## src/rtl/instruction_fetch_if.sv

```systemverilog
// instruction_fetch_if: control inputs, instruction memory link and IF/ID outputs of the fetch stage
interface instruction_fetch_if;
    logic        Stall;
    logic        Flush;
    logic        BranchTaken;
    logic [15:0] BranchTarget;
    logic [15:0] PC;
    logic [15:0] Instruction;
    logic [15:0] IFID_Instruction;
    logic [15:0] IFID_PCPlus2;
    logic        IFID_Valid;
    logic        Halted;
    logic [15:0] FetchCount;
    modport master (
        output Stall, Flush, BranchTaken, BranchTarget, Instruction,
        input  PC, IFID_Instruction, IFID_PCPlus2, IFID_Valid, Halted, FetchCount
    );
    modport slave (
        input  Stall, Flush, BranchTaken, BranchTarget, Instruction,
        output PC, IFID_Instruction, IFID_PCPlus2, IFID_Valid, Halted, FetchCount
    );
endinterface

```

## src/rtl/instruction_fetch.sv

```systemverilog
// instruction_fetch: PC sequencing and IF/ID register with branch, flush, stall and halt handling
module instruction_fetch #(
    parameter logic [15:0] RESET_PC  = 16'h0000,
    parameter logic [15:0] HALT_WORD = 16'hFFFF,
    parameter logic [15:0] NOP_WORD  = 16'h0000
) (
    input  logic Clock,
    input  logic Reset,
    instruction_fetch_if.slave bus
);
    typedef enum logic {RUN, HALT} state_t;
    state_t      state, state_n;
    logic [15:0] pc, pc_n, ins, ins_n, p2, p2_n, cnt, cnt_n;
    logic        v, v_n, load;
    logic [15:0] pc_inc;
    assign pc_inc = pc + 16'd2;
    // next-state: branch beats flush beats stall beats advance; HALT freezes everything
    always_comb begin
        state_n = state;
        pc_n    = pc;
        ins_n   = ins;
        p2_n    = p2;
        v_n     = v;
        load    = 1'b0;
        if (state == HALT) begin
            ins_n = NOP_WORD;
            p2_n  = 16'h0000;
            v_n   = 1'b0;
        end else if (bus.BranchTaken) begin
            pc_n  = bus.BranchTarget & 16'hFFFE;
            ins_n = NOP_WORD;
            p2_n  = 16'h0000;
            v_n   = 1'b0;
        end else if (bus.Flush) begin
            pc_n  = bus.Stall ? pc : pc_inc;
            ins_n = NOP_WORD;
            p2_n  = 16'h0000;
            v_n   = 1'b0;
        end else if (!bus.Stall) begin
            if (bus.Instruction == HALT_WORD) begin
                state_n = HALT;
                ins_n   = NOP_WORD;
                p2_n    = 16'h0000;
                v_n     = 1'b0;
            end else begin
                pc_n  = pc_inc;
                ins_n = bus.Instruction;
                p2_n  = pc_inc;
                v_n   = 1'b1;
                load  = 1'b1;
            end
        end
        cnt_n = (load && cnt != 16'hFFFF) ? cnt + 16'd1 : cnt;
    end
    // state, PC, IF/ID and delivered-instruction counter registers
    always_ff @(posedge Clock) begin
        if (Reset) begin
            state <= RUN;
            pc    <= RESET_PC;
            ins   <= NOP_WORD;
            p2    <= 16'h0000;
            v     <= 1'b0;
            cnt   <= 16'h0000;
        end else begin
            state <= state_n;
            pc    <= pc_n;
            ins   <= ins_n;
            p2    <= p2_n;
            v     <= v_n;
            cnt   <= cnt_n;
        end
    end
    assign bus.PC               = pc;
    assign bus.IFID_Instruction = ins;
    assign bus.IFID_PCPlus2     = p2;
    assign bus.IFID_Valid       = v;
    assign bus.Halted           = (state == HALT);
    assign bus.FetchCount       = cnt;
endmodule
```

## src/flat_wrapper.sv

```systemverilog
// flat-port wrapper written by rule: the top's interface ports become plain ports
module instruction_fetch_flat 
#(
    parameter logic [15:0] RESET_PC  = 16'h0000,
    parameter logic [15:0] HALT_WORD = 16'hFFFF,
    parameter logic [15:0] NOP_WORD  = 16'h0000
)
  (Clock, Reset, bus_Stall, bus_Flush, bus_BranchTaken, bus_BranchTarget, bus_Instruction, bus_PC, bus_IFID_Instruction, bus_IFID_PCPlus2, bus_IFID_Valid, bus_Halted, bus_FetchCount);
  instruction_fetch_if bus_i ();
  input  logic Clock;
  input  logic Reset;
  input wire logic [$bits(bus_i.Stall)-1:0] bus_Stall;
  input wire logic [$bits(bus_i.Flush)-1:0] bus_Flush;
  input wire logic [$bits(bus_i.BranchTaken)-1:0] bus_BranchTaken;
  input wire logic [$bits(bus_i.BranchTarget)-1:0] bus_BranchTarget;
  input wire logic [$bits(bus_i.Instruction)-1:0] bus_Instruction;
  output wire logic [$bits(bus_i.PC)-1:0] bus_PC;
  output wire logic [$bits(bus_i.IFID_Instruction)-1:0] bus_IFID_Instruction;
  output wire logic [$bits(bus_i.IFID_PCPlus2)-1:0] bus_IFID_PCPlus2;
  output wire logic [$bits(bus_i.IFID_Valid)-1:0] bus_IFID_Valid;
  output wire logic [$bits(bus_i.Halted)-1:0] bus_Halted;
  output wire logic [$bits(bus_i.FetchCount)-1:0] bus_FetchCount;
  assign bus_i.Stall = bus_Stall;
  assign bus_i.Flush = bus_Flush;
  assign bus_i.BranchTaken = bus_BranchTaken;
  assign bus_i.BranchTarget = bus_BranchTarget;
  assign bus_i.Instruction = bus_Instruction;
  assign bus_PC = bus_i.PC;
  assign bus_IFID_Instruction = bus_i.IFID_Instruction;
  assign bus_IFID_PCPlus2 = bus_i.IFID_PCPlus2;
  assign bus_IFID_Valid = bus_i.IFID_Valid;
  assign bus_Halted = bus_i.Halted;
  assign bus_FetchCount = bus_i.FetchCount;
  instruction_fetch #(.RESET_PC(RESET_PC), .HALT_WORD(HALT_WORD), .NOP_WORD(NOP_WORD)) u_core (.Clock(Clock), .Reset(Reset), .bus(bus_i));
endmodule
```

## config.mk

```make
export PLATFORM = sky130hd
export DESIGN_NAME = instruction_fetch_flat
export DESIGN_NICKNAME = d
export VERILOG_FILES = /design/src/rtl/instruction_fetch_if.sv /design/src/rtl/instruction_fetch.sv /design/src/flat_wrapper.sv
export SDC_FILE = /design/constraint.sdc
export NUM_CORES = 1
export LEC_CHECK = 0
export CAP_MARGIN = 40
export CORE_AREA = 2 2 89 91
export DETAILED_ROUTE_END_ITERATION = 8
export DIE_AREA = 0 0 91 93
export PLACE_DENSITY = 0.76
export SETUP_SLACK_MARGIN = 0.05
export SYNTH_ARGS = -nofsm -noshare
export SYNTH_HDL_FRONTEND = slang
export SYNTH_SLANG_ARGS = --single-unit
```

## constraint.sdc

```tcl
create_clock -name Clock -period 1.8 [get_ports Clock]
set_input_delay 0.36 -clock Clock [delete_from_list [all_inputs] [get_ports Clock]]
set_output_delay 0.36 -clock Clock [all_outputs]
set_load 0.05 [all_outputs]
```

==> metrics.yaml <==
floorplan:
  design.core.area_mm2: 0.007527
  die_w_um: 91
  die_height_um: 93
  num_rows: 32
  io_pins: 103
  initial_core_util_pct: 38.56
  die_area_mm2: 0.008463
outcome:
  violations: "setup timing"
  status: "finished with violations"
sta:
  skew_ns: 0.006603
  fin_crit_ns: 2.071
  fin_tns_setup_ns: -2.327
  rsz0062_at_grt: "yes"
  setup_viol: 16
  clock.fmax_mhz: 483.0
  fin_ws_ns: -0.2706
  post-route-period-util_pct: 115.0
  slew_violations: 0
  finalHoldViolCount: 0
power:
  power_frac_comb_pct: 16.8
  p_int_mw: 2.248
  power_density_mw_per_mm2: 674.0
  p_sw_share_pct: 29.76
  power.switching_mw: 0.9524
  seq_power_share_pct: 47.4
  power_frac_clock_pct: 35.7
  leakage_nw: 1.964
  ir_drop_mv: 0.3079
layout:
  drive_above_1_share_pct: 41.01
  num_antenna_cells: 0
  n_fill_cell: 676
  final_util_pct: 63.08
  layout.nets: 529
  area_growth_pct: 63.58
yosys:
  async_reset_ff_share_pct: 0
  avgSynthCellArea_um2: 8.563
  synth.largest_area_cell: "dfxtp_1"
  synthFlopType: "dfxtp_1"
  synth_top_area_share_pct: 44.83
  syn_inst: 339
  ys_types: 46
  synthesis.area_mm2: 0.002903
  synth-edff-count: 0
  synth_seq_area_share_pct: 44.83
  yosysWarnings: 0
  synth_nets: 378
  yosysMostFrequentCell: "dfxtp_1"
  synth_seq_cells: 65
  synth_area_leaders: "dfxtp_1 45%, a22o_1 7.2%, a21oi_1 5.0%"
  synth_commonest_cells: "65 x dfxtp_1, 34 x nand2_1, 29 x a21oi_1, 24 x a22o_1"
drt:
  wire_per_inst_um: 15.24
  vias_per_cell: 5.290
  num_vias: 3158
  drc_errors: 0
  finalWirelength_mm: 9.097
  ant_nets: 0
  drt_pass1_iterations: 5
  drtIter0Drc: 176
global_routing:
  grt_remaining_overflow: 0
  grt_start_max_net_pins: 39
  grt_pass1_vias: 2936
  antenna_found_initial: 0
  track_usage_pct: 20.62
  grt_pass1_wl_mm: 14.02
cts:
  htreeDepth: 3
  clk_latency_ns: 0.34
  cts_tree: "built"
  clock-sinks: 65
  cts.root.buffer_cell: "clkbuf_8"
  hold_buffers: 0
  numCtsBuffers: 9
  cts_buffer_depth: 2
  cts.clk_slew.worst_paths_ns: 0.08
place:
  hpwl_mm: 6.092
  numPortBuffers: 100
  place_congestion: 0.8270
worst_setup_path:
  cp_max_fo: 7
  r2r_slack_ns: -0.26
  criticalPathCategory: "in2reg"
  critPathRequiredTime_ns: 2.06
  startpoint_type: "primary input"
  cp-end-kind: "flop"
  crit_arrival_ns: 2.33
job:
  cap_violations: 0
hold_path:
  hold_path_class: "in2reg"
[worst max-delay path, stage by stage]
cell and delay, ns:
dlygate4sd2_1 0.26, or3_4 0.40, or2_4 0.24, a211o_4 0.35, buf_12 0.15, or4_1 0.42, a21oi_1 0.15
[area by class of cell]
class	instances	area, um^2	share of cell area (%)
Clock buffer	10	137.6	2.899
Multi-Input combinational cell	242	1643	34.60
Sequential cell	65	1351	28.46
Inverter	6	22.52	0.4743
Timing Repair Buffer	166	1425	30.01
Clock inverter	6	41.29	0.8696
Tap cell	102	127.6	2.688
[sequential cells by signal, summed over array words and instances, names as in the netlist]
name / flops
u_core.bus.FetchCount: 16
u_core.bus.Halted: 1
u_core.bus.IFID_Instruction: 16
u_core.bus.IFID_PCPlus2: 16
u_core.bus.IFID_Valid: 1
u_core.bus.PC: 15
[power by group through the flow]
stage	combinational [mW]	clock [mW]	sequential [mW]
final	0.539	1.14	1.52
after global routing	0.568	1.23	1.52
after CTS	0.519	1.16	1.51
after detailed placement	0.509	0	1.55
after global placement	0.502	0	1.55
after floorplan	0.164	0	1.66
[cell families after synthesis]
family / count (synthesis) / synth area share [%]
AOI/OAI and AO/OA: 100 / 22.97
xor gates and xnor gates: 15 / 4.526
adders and majority gates: 2 / 0.8619
buffers and inverters: 32 / 4.655
DFF: 65 / 44.83
muxes: 2 / 0.6897
other: 1 / 0.1292
and+or+nand+nor: 122 / 21.34
[layer usage]
layer / vias up / GRT usage, % / share of wire [%]
li1: 1536 / - / -
met1: 1486 / 23.88 / 40
met2: 117 / 36.48 / 53
met3: 19 / 4.754 / 5.2
met4: 0 / 8.965 / 2.5
met5: - / 0 / 0
[metrics by stage]
stage / instances / power, mW / instance area, um^2 / hold slack [ns] / worst slack, ns
3_3_place_gp: 568 / 2.048 / 4274 / 0.4328 / -0.6788
2_1_floorplan: 339 / 1.824 / 2990 / 0.4931 / -0.1637
5_1_grt: 597 / 3.318 / 4748 / 0.3793 / -0.2968
6_report: 597 / 3.200 / 4748 / 0.3740 / -0.2706
4_1_cts: 593 / 3.192 / 4608 / 0.3753 / -0.2616
3_5_place_dp: 568 / 2.056 / 4274 / 0.4435 / -0.7653
[worst paths after layout]
kind,from,end,cells after the start
max,bus_BranchTaken,u_core.bus.FetchCount[6]$_SDFFE_PP0P_,7
min reg2reg,u_core.bus.IFID_Valid$_SDFFE_PP0N_,u_core.bus.IFID_Valid$_SDFFE_PP0N_,2
min,bus_Instruction[4],u_core.bus.IFID_Instruction[4]$_SDFFE_PP0N_,2
max reg2reg,u_core.bus.Halted$_SDFF_PP0_,u_core.bus.FetchCount[6]$_SDFFE_PP0P_,6
[cell usage in the layout, fill, tap and decap left out, drive strengths merged, types with 9 or more instances in the layout]
master	n
nor2	23
o21ai	23
clkbuf	10
a22o	24
dlygate4sd2	14
nand3	11
clkdlybuf4s50	17
nand4	9
nand2	34
a21oi	29
buf	131
or3	9
dfxtp	65
[timing repair]
item	4_1_cts	5_1_grt
pin swaps	19	16
cloned	3	1
gates resized for setup	32	33
buffers inserted	6	3
setup endpoints to repair	44	39
(Power assumes the default switching activity.)
